**config.mk**
```make
export PLATFORM = sky130hd
export DESIGN_NAME = mem_stream_master_flat
export DESIGN_NICKNAME = d
export VERILOG_FILES = /design/src/rtl/mem_bus_pkg.sv /design/src/rtl/mem_stream_master_if.sv /design/src/rtl/mem_req_ctrl.sv /design/src/rtl/mem_stream_master.sv /design/src/flat_wrapper.sv
export SDC_FILE = /design/constraint.sdc
export NUM_CORES = 1
export LEC_CHECK = 0
export CELL_PAD_IN_SITES_DETAIL_PLACEMENT = 1
export CELL_PAD_IN_SITES_GLOBAL_PLACEMENT = 1
export CORE_UTILIZATION = 35
export DETAILED_ROUTE_END_ITERATION = 8
export PLACE_DENSITY = 0.79
export SLEW_MARGIN = 40
export SYNTH_ARGS = -nofsm -noshare
export SYNTH_HDL_FRONTEND = slang
export SYNTH_SLANG_ARGS = --single-unit
```
**constraint.sdc**
```tcl
create_clock -name clock -period 2.17 [get_ports clock]
set_input_delay 0.3255 -clock clock [delete_from_list [all_inputs] [get_ports clock]]
set_output_delay 0.3255 -clock clock [all_outputs]
set_load 0.03 [all_outputs]
```
**src/rtl/mem_bus_pkg.sv**
```systemverilog
// Shared definitions for the byte-wide off-chip memory bus master and its simulation memory model.
package mem_bus_pkg;
  localparam int ADDR_W_DEF = 10;
  localparam int LEN_W_DEF  = 11;

  localparam logic [3:0] BUS_SIZE_BYTE = 4'd8;
  localparam logic       DIR_READ      = 1'b0;
  localparam logic       DIR_WRITE     = 1'b1;

  typedef enum logic [2:0] {
    IDLE, RD_REQ, RD_OUT, WR_WAIT, WR_REQ, FIN
  } msm_state_e;
endpackage

```
**src/rtl/mem_stream_master_if.sv**
```systemverilog
// Off-chip memory bus (Mout_*/M_*): master drives requests, slave (memory model) answers.
interface mem_stream_master_if #(
  parameter int ADDR_W = mem_bus_pkg::ADDR_W_DEF
);
  logic              Mout_oe_ram;
  logic              Mout_we_ram;
  logic [ADDR_W-1:0] Mout_addr_ram;
  logic [7:0]        Mout_Wdata_ram;
  logic [3:0]        Mout_data_ram_size;
  logic [7:0]        M_Rdata_ram;
  logic              M_DataRdy;

  modport master (
    output Mout_oe_ram, Mout_we_ram, Mout_addr_ram, Mout_Wdata_ram, Mout_data_ram_size,
    input  M_Rdata_ram, M_DataRdy
  );
  modport slave (
    input  Mout_oe_ram, Mout_we_ram, Mout_addr_ram, Mout_Wdata_ram, Mout_data_ram_size,
    output M_Rdata_ram, M_DataRdy
  );
endinterface

```
**src/rtl/mem_req_ctrl.sv**
```systemverilog
// Single-request bus driver: holds oe/we/addr/Wdata until M_DataRdy, acks the FSM.
// MEM_TIMEOUT_EN adds a watchdog that abandons a request after TIMEOUT_CYC cycles.
module mem_req_ctrl
  import mem_bus_pkg::*;
#(
  parameter int ADDR_W = ADDR_W_DEF,
  parameter int DATA_W = 8
`ifdef MEM_TIMEOUT_EN
  , parameter int TIMEOUT_CYC = 64
`endif
) (
  input  logic                clock,
  input  logic                reset,
  mem_stream_master_if.master mem,
  input  logic                req,
  input  logic                req_we,
  input  logic [ADDR_W-1:0]   req_addr,
  input  logic [DATA_W-1:0]   req_wdata,
  output logic                ack,
  output logic                timeout
);
  logic active;
  logic is_wr;

  // req is raised on the FSM transition into a request state, so the bus
  // request is already up in that state's first cycle.
  always_ff @(posedge clock) begin
    if (!reset) begin
      active              <= 1'b0;
      is_wr               <= 1'b0;
      mem.Mout_addr_ram   <= '0;
      mem.Mout_Wdata_ram  <= '0;
    end else if (req) begin
      active            <= 1'b1;
      is_wr             <= req_we;
      mem.Mout_addr_ram <= req_addr;
      if (req_we) mem.Mout_Wdata_ram <= req_wdata;
    end else if (ack || timeout) begin
      active <= 1'b0;
    end
  end

  assign ack                    = active & mem.M_DataRdy;
  assign mem.Mout_oe_ram        = active & ~is_wr;
  assign mem.Mout_we_ram        = active &  is_wr;
  assign mem.Mout_data_ram_size = active ? BUS_SIZE_BYTE : 4'd0;

`ifdef MEM_TIMEOUT_EN
  localparam int WD_W = $clog2(TIMEOUT_CYC + 1);
  logic [WD_W-1:0] wd_cnt;

  always_ff @(posedge clock) begin
    if (!reset || req)                 wd_cnt <= '0;
    else if (active && !mem.M_DataRdy) wd_cnt <= wd_cnt + 1'b1;
  end

  assign timeout = active & ~mem.M_DataRdy & (wd_cnt == WD_W'(TIMEOUT_CYC - 1));
`else
  assign timeout = 1'b0;
`endif
endmodule

```
**src/rtl/mem_stream_master.sv**
```systemverilog
// Block copy engine between the memory bus and valid/ready byte streams, one command at a time.
// Optional MEM_TIMEOUT_EN: abort a stuck bus request and flag error.
module mem_stream_master
  import mem_bus_pkg::*;
#(
  parameter int ADDR_W = ADDR_W_DEF,
  parameter int DATA_W = 8,
  parameter int LEN_W  = LEN_W_DEF
`ifdef MEM_TIMEOUT_EN
  , parameter int TIMEOUT_CYC = 64
`endif
) (
  input  logic                clock,
  input  logic                reset,
  input  logic                cmd_start,
  input  logic                cmd_dir,
  input  logic [ADDR_W-1:0]   cmd_base,
  input  logic [LEN_W-1:0]    cmd_len,
  output logic                busy,
  output logic                done,
  output logic                error,
  output logic [DATA_W-1:0]   s_out_data,
  output logic                s_out_valid,
  input  logic                s_out_ready,
  input  logic [DATA_W-1:0]   s_in_data,
  input  logic                s_in_valid,
  output logic                s_in_ready,
  mem_stream_master_if.master mem
);
  msm_state_e        state, state_nx;
  logic [ADDR_W-1:0] cur_addr, req_addr;
  logic [LEN_W-1:0]  rem;
  logic              req, req_we, ack, timeout, last;

  mem_req_ctrl #(
    .ADDR_W(ADDR_W), .DATA_W(DATA_W)
`ifdef MEM_TIMEOUT_EN
    , .TIMEOUT_CYC(TIMEOUT_CYC)
`endif
  ) u_req (
    .clock(clock), .reset(reset), .mem(mem),
    .req(req), .req_we(req_we), .req_addr(req_addr), .req_wdata(s_in_data),
    .ack(ack), .timeout(timeout)
  );

  assign last = (rem == LEN_W'(1));

  always_comb begin
    state_nx    = state;
    req         = 1'b0;
    req_we      = 1'b0;
    req_addr    = cur_addr;
    busy        = 1'b0;
    done        = 1'b0;
    s_out_valid = 1'b0;
    s_in_ready  = 1'b0;
    case (state)
      IDLE: if (cmd_start) begin
        if (cmd_len == '0)            state_nx = FIN;
        else if (cmd_dir == DIR_WRITE) state_nx = WR_WAIT;
        else begin
          state_nx = RD_REQ;
          req      = 1'b1;
          req_addr = cmd_base;
        end
      end
      RD_REQ: begin
        busy = 1'b1;
        if (ack)          state_nx = RD_OUT;
        else if (timeout) state_nx = FIN;
      end
      // Next read is issued only once this byte is taken: one outstanding request max.
      RD_OUT: begin
        busy        = 1'b1;
        s_out_valid = 1'b1;
        if (s_out_ready) begin
          if (last) state_nx = FIN;
          else begin
            state_nx = RD_REQ;
            req      = 1'b1;
            req_addr = cur_addr + 1'b1;
          end
        end
      end
      WR_WAIT: begin
        busy       = 1'b1;
        s_in_ready = 1'b1;
        if (s_in_valid) begin
          state_nx = WR_REQ;
          req      = 1'b1;
          req_we   = 1'b1;
        end
      end
      WR_REQ: begin
        busy = 1'b1;
        if (ack)          state_nx = last ? FIN : WR_WAIT;
        else if (timeout) state_nx = FIN;
      end
      FIN: begin
        done     = 1'b1;
        state_nx = IDLE;
      end
      default: state_nx = IDLE;
    endcase
  end

  always_ff @(posedge clock) begin
    if (!reset) begin
      state      <= IDLE;
      cur_addr   <= '0;
      rem        <= '0;
      s_out_data <= '0;
    end else begin
      state <= state_nx;
      case (state)
        IDLE: if (cmd_start) begin
          cur_addr <= cmd_base;
          rem      <= cmd_len;
        end
        RD_REQ: if (ack) s_out_data <= mem.M_Rdata_ram;
        RD_OUT: if (s_out_ready) begin
          cur_addr <= cur_addr + 1'b1;
          rem      <= rem - 1'b1;
        end
        WR_REQ: if (ack) begin
          cur_addr <= cur_addr + 1'b1;
          rem      <= rem - 1'b1;
        end
        default: ;
      endcase
    end
  end

`ifdef MEM_TIMEOUT_EN
  always_ff @(posedge clock) begin
    if (!reset)                          error <= 1'b0;
    else if (state == IDLE && cmd_start) error <= 1'b0;
    else if (timeout)                    error <= 1'b1;
  end
`else
  assign error = 1'b0;
`endif
endmodule

```
**src/flat_wrapper.sv**
```systemverilog
// flat-port wrapper written by rule: the top's interface ports become plain ports
module mem_stream_master_flat import mem_bus_pkg::*;
#(
  parameter int ADDR_W = ADDR_W_DEF,
  parameter int DATA_W = 8,
  parameter int LEN_W  = LEN_W_DEF

)
  (clock, reset, cmd_start, cmd_dir, cmd_base, cmd_len, busy, done, error, s_out_data, s_out_valid, s_out_ready, s_in_data, s_in_valid, s_in_ready, mem_Mout_oe_ram, mem_Mout_we_ram, mem_Mout_addr_ram, mem_Mout_Wdata_ram, mem_Mout_data_ram_size, mem_M_Rdata_ram, mem_M_DataRdy);
  mem_stream_master_if #(.ADDR_W(ADDR_W)) mem_i ();
  input  logic clock;
  input  logic reset;
  input  logic cmd_start;
  input  logic cmd_dir;
  input  logic [ADDR_W-1:0] cmd_base;
  input  logic [LEN_W-1:0] cmd_len;
  output logic busy;
  output logic done;
  output logic error;
  output logic [DATA_W-1:0] s_out_data;
  output logic s_out_valid;
  input  logic s_out_ready;
  input  logic [DATA_W-1:0] s_in_data;
  input  logic s_in_valid;
  output logic s_in_ready;
  output wire logic [$bits(mem_i.Mout_oe_ram)-1:0] mem_Mout_oe_ram;
  output wire logic [$bits(mem_i.Mout_we_ram)-1:0] mem_Mout_we_ram;
  output wire logic [$bits(mem_i.Mout_addr_ram)-1:0] mem_Mout_addr_ram;
  output wire logic [$bits(mem_i.Mout_Wdata_ram)-1:0] mem_Mout_Wdata_ram;
  output wire logic [$bits(mem_i.Mout_data_ram_size)-1:0] mem_Mout_data_ram_size;
  input wire logic [$bits(mem_i.M_Rdata_ram)-1:0] mem_M_Rdata_ram;
  input wire logic [$bits(mem_i.M_DataRdy)-1:0] mem_M_DataRdy;
  assign mem_Mout_oe_ram = mem_i.Mout_oe_ram;
  assign mem_Mout_we_ram = mem_i.Mout_we_ram;
  assign mem_Mout_addr_ram = mem_i.Mout_addr_ram;
  assign mem_Mout_Wdata_ram = mem_i.Mout_Wdata_ram;
  assign mem_Mout_data_ram_size = mem_i.Mout_data_ram_size;
  assign mem_i.M_Rdata_ram = mem_M_Rdata_ram;
  assign mem_i.M_DataRdy = mem_M_DataRdy;
  mem_stream_master #(.ADDR_W(ADDR_W), .DATA_W(DATA_W), .LEN_W(LEN_W)) u_core (.clock(clock), .reset(reset), .cmd_start(cmd_start), .cmd_dir(cmd_dir), .cmd_base(cmd_base), .cmd_len(cmd_len), .busy(busy), .done(done), .error(error), .s_out_data(s_out_data), .s_out_valid(s_out_valid), .s_out_ready(s_out_ready), .s_in_data(s_in_data), .s_in_valid(s_in_valid), .s_in_ready(s_in_ready), .mem(mem_i));
endmodule
```
==> metrics.txt <==
# TYPE chip_impl_metric gauge
chip_impl_metric{name="n_antenna_cell",unit=""} 0
chip_impl_metric{name="arrival",unit="ns"} 2.29
chip_impl_metric{name="setup_viol",unit=""} 0
chip_impl_metric{name="cts-resized-gates",unit=""} 2
chip_impl_metric{name="detailroute.via_count",unit=""} 3094
chip_impl_info{name="synth_most_common_cell",value="sky130_fd_sc_hd__dfxtp_1"} 1
chip_impl_info{name="tritoncts",value="built"} 1
chip_impl_metric{name="postSynthAreaPerCell",unit="um2"} 7.866
chip_impl_metric{name="fp.dieArea",unit="um2"} 8844
chip_impl_metric{name="syn2layout_area_growth",unit="%"} 36.96
chip_impl_info{name="hold_path.startpoint",value="u_core.u_req.mem.Mout_Wdata_ram[7]"} 1
chip_impl_metric{name="ioPinCount",unit=""} 81
chip_impl_metric{name="post-route-period-util",unit="%"} 95.84
chip_impl_info{name="cts.root.buffer_cell",value="sky130_fd_sc_hd__clkbuf_8"} 1
chip_impl_metric{name="cap_violations",unit=""} 0
chip_impl_metric{name="synthCells",unit=""} 377
chip_impl_metric{name="yosysWarnings",unit=""} 0
chip_impl_metric{name="hold_slack",unit="ns"} 0.4678
chip_impl_info{name="crit-reg2reg-launch",value="u_core.rem[1]"} 1
chip_impl_metric{name="synth_xor_area_share",unit="%"} 1.181
chip_impl_metric{name="port_buffers",unit=""} 76
chip_impl_metric{name="die_height",unit="um"} 94.05
chip_impl_metric{name="ys_types",unit=""} 64
chip_impl_metric{name="clock_insertion_delay_worst_skew",unit="ns"} 0.31
chip_impl_metric{name="start_util",unit="%"} 36.09
chip_impl_metric{name="worst-path-max-fanout",unit=""} 11
chip_impl_metric{name="place_congestion",unit=""} 0.8340
chip_impl_metric{name="floorplan.die.width",unit="um"} 94.05
chip_impl_metric{name="global_route_usage_over_all_layers",unit="%"} 21.85
chip_impl_metric{name="cts_buffers",unit=""} 5
chip_impl_info{name="synth_top_family_by_area",value="simple AND/OR/NAND/NOR gates"} 1
chip_impl_metric{name="power_density",unit="nW/um2"} 779.2
chip_impl_info{name="worst_setup_path_startpoint",value="u_core.rem[1]"} 1
chip_impl_metric{name="fin_worst_skew",unit="ns"} 0.01057
chip_impl_metric{name="synth_edf_count",unit=""} 0
chip_impl_metric{name="final_hold_vios",unit=""} 0
chip_impl_metric{name="layout-drive-gt1-share",unit="%"} 13.85
chip_impl_metric{name="fin_crit",unit="ns"} 2.080
chip_impl_metric{name="maximum_number_of_pins_on_one_net_before_global_route_repair",unit=""} 31
chip_impl_metric{name="synth_area_in_compound_gates",unit="%"} 23.92
chip_impl_metric{name="clock_sink_count",unit=""} 52
chip_impl_metric{name="final_core_util",unit="%"} 49.43
chip_impl_metric{name="placedCellCount",unit=""} 559
chip_impl_metric{name="cts.reportedPaths.clkPinSlew",unit="ns"} 0.11
chip_impl_metric{name="synthesis.area",unit="um2"} 2965
chip_impl_metric{name="p_leak",unit="nW"} 1.491
chip_impl_metric{name="critPathRequiredTime",unit="ns"} 2.38
chip_impl_metric{name="detail_route.vias_per_cell",unit=""} 5.457
chip_impl_info{name="critPathKind",value="reg2reg"} 1
chip_impl_metric{name="grt_pass1_vias",unit=""} 3164
chip_impl_metric{name="post_synth_and_or_nand_nor_area_fraction",unit="%"} 26.88
chip_impl_info{name="critPathLaunchType",value="register"} 1
chip_impl_info{name="class_of_the_worst_hold_path",value="reg2reg"} 1
chip_impl_info{name="outcome",value="finished clean"} 1
chip_impl_metric{name="postCtsSetupBuffers",unit=""} 0
chip_impl_metric{name="initial_antenna_violation_count",unit=""} 0
chip_impl_metric{name="setup_slack_after_layout",unit="ns"} 0.09033
chip_impl_info{name="synth_top_area_cell",value="sky130_fd_sc_hd__dfxtp_1"} 1
chip_impl_metric{name="global_route_wire_length_before_repair",unit="um"} 15480
chip_impl_metric{name="slew_headroom",unit="%"} 63.35
chip_impl_metric{name="ir_drop",unit="V"} 0.0004525
chip_impl_metric{name="max_clock_freq",unit="MHz"} 480.8
chip_impl_info{name="cell_types_with_the_highest_counts_after_synthesis",value="sky130_fd_sc_hd__dfxtp_1, sky130_fd_sc_hd__nand2_1, sky130_fd_sc_hd__nor2_1"} 1
chip_impl_info{name="critical_path.endpoint_type",value="register"} 1
chip_impl_metric{name="share_of_synthesized_registers_carrying_an_async_set_or_reset",unit="%"} 0
chip_impl_metric{name="hold_buffers",unit=""} 0
chip_impl_metric{name="drt_iter0_markers",unit=""} 129
chip_impl_metric{name="grt_overflow_total",unit=""} 0
chip_impl_info{name="netlist_top_cells_area",value="sky130_fd_sc_hd__dfxtp_1, sky130_fd_sc_hd__nand2_1, sky130_fd_sc_hd__a21oi_1"} 1
chip_impl_metric{name="synth_seq_area_share",unit="%"} 35.11
chip_impl_metric{name="core-area",unit="um2"} 8217
chip_impl_metric{name="detailedPlacementHpwl",unit="um"} 6846
chip_impl_metric{name="clock_path_buffers",unit=""} 2
chip_impl_metric{name="total_number_of_h_tree_levels",unit=""} 2
chip_impl_metric{name="worst_pin_slew",unit="ns"} 0.5452
chip_impl_metric{name="slew_violations",unit=""} 0
chip_impl_metric{name="pre_cts_slack",unit="ns"} 0.03572
chip_impl_metric{name="final_design_area_no_fill",unit="um2"} 4061
chip_impl_metric{name="detailedRoute.firstPassIterationCount",unit=""} 4
chip_impl_metric{name="drt_drc_violations_left",unit=""} 0
chip_impl_metric{name="synth.ff_latch_count",unit=""} 52
chip_impl_metric{name="number_of_nets_in_the_final_layout",unit=""} 508
chip_impl_info{name="postSynth.topFlopCell",value="sky130_fd_sc_hd__dfxtp_1"} 1
chip_impl_metric{name="postRouteWirelength",unit="um"} 9386
chip_impl_metric{name="final_cell_count_no_fill",unit=""} 567
chip_impl_metric{name="dpl-instance-area",unit="um2"} 3953
chip_impl_metric{name="count_of_nets_left_with_antenna_violations_after_detail_routing",unit=""} 0
chip_impl_metric{name="synth.top_cell.area_share",unit="%"} 35.11
chip_impl_metric{name="post_synth_mux_area_share",unit="%"} 5.696
chip_impl_metric{name="adder_cell_share_of_the_synthesized_area",unit="%"} 1.266
chip_impl_metric{name="drt-wirelength-per-cell",unit="um"} 16.55
chip_impl_metric{name="rows",unit=""} 33
per-stage QoR:
step,power (mW),TNS (ns)
6_report,3.165,0
5_1_grt,3.347,-0.002396
4_1_cts,3.163,0
3_5_place_dp,2.562,0
3_3_place_gp,2.523,0
2_1_floorplan,2.015,0
layout by cell type (no fill, tap or decap), types with 7 or more instances in the layout:
master	count
sky130_fd_sc_hd__a221oi_1	7
sky130_fd_sc_hd__a21oi_1	36
sky130_fd_sc_hd__mux2_2	7
sky130_fd_sc_hd__nand3_1	10
sky130_fd_sc_hd__clkdlybuf4s50_1	74
sky130_fd_sc_hd__dfxtp_1	50
sky130_fd_sc_hd__o21ai_0	30
sky130_fd_sc_hd__buf_4	21
sky130_fd_sc_hd__nor2_1	40
sky130_fd_sc_hd__nor3_1	12
sky130_fd_sc_hd__nand2_1	49
sky130_fd_sc_hd__mux2i_1	9
registers in the layout, indices dropped and copies added (netlist names):
register,flops
u_core.cur_addr,10
u_core.rem,11
u_core.s_out_data,8
u_core.state,3
u_core.u_req.active,1
u_core.u_req.is_wr,1
u_core.u_req.mem.Mout_Wdata_ram,8
u_core.u_req.mem.Mout_addr_ram,10
power breakdown:
| part | switching (mW) | internal, mW | total, mW | leakage, nW |
|---|---|---|---|---|
| clock | 0.373 | 0.238 | 0.611 | 0.0463 |
| combinational | 0.738 | 0.618 | 1.36 | 1.02 |
| sequential | 0.123 | 1.08 | 1.20 | 0.426 |
| total | 1.23 | 1.93 | 3.16 | 1.49 |
cell families after synthesis:
logic type	after synthesis
muxes	16
adders and majority gates	3
other	1
DFF	52
xor gates and xnor gates	4
and+or+nand+nor	160
buffers and inverters	32
AOI/OAI and AO/OA	109
worst max-delay path, stage by stage (launching register included):
cell and delay (ns):
sky130_fd_sc_hd__dfxtp_2 0.35, sky130_fd_sc_hd__inv_1 0.08, sky130_fd_sc_hd__ha_2 0.21, sky130_fd_sc_hd__or2b_2 0.34, sky130_fd_sc_hd__o31a_4 0.40, sky130_fd_sc_hd__buf_4 0.19, sky130_fd_sc_hd__and2_2 0.17, sky130_fd_sc_hd__o21ai_0 0.14
sky130_fd_sc_hd__a21oi_1 0.08
worst paths after layout:
| path | end | slack (ns) | depth (start not counted) |
|---|---|---|---|
| max | u_core.u_req.mem.Mout_addr_ram[4] | 0.09 | 8 |
| min | u_core.u_req.mem.Mout_Wdata_ram[7] | 0.47 | 2 |
| max reg2reg | u_core.u_req.mem.Mout_addr_ram[4] | 0.09 | 8 |
| min reg2reg | u_core.u_req.mem.Mout_Wdata_ram[7] | 0.47 | 2 |
cell type report:
class                   instances  area, um2
repair buffers                101      999.7
well taps                     105      131.4
multi-input cells             296       1772
clock inverters                 3      27.53
flip-flops and latches         52       1044
inverters                       5      18.77
clock buffers                   5      68.82
fillers                       974       4155
metal layers:
layer	wire [um]	vias to the layer above	GRT usage, %
met1	4243	1510	28.10
li1	-	1506	-
met2	4599	69	37.47
met5	0	-	0
met3	481	9	4.935
met4	61	0	3.974
(Power assumes the default switching activity.)
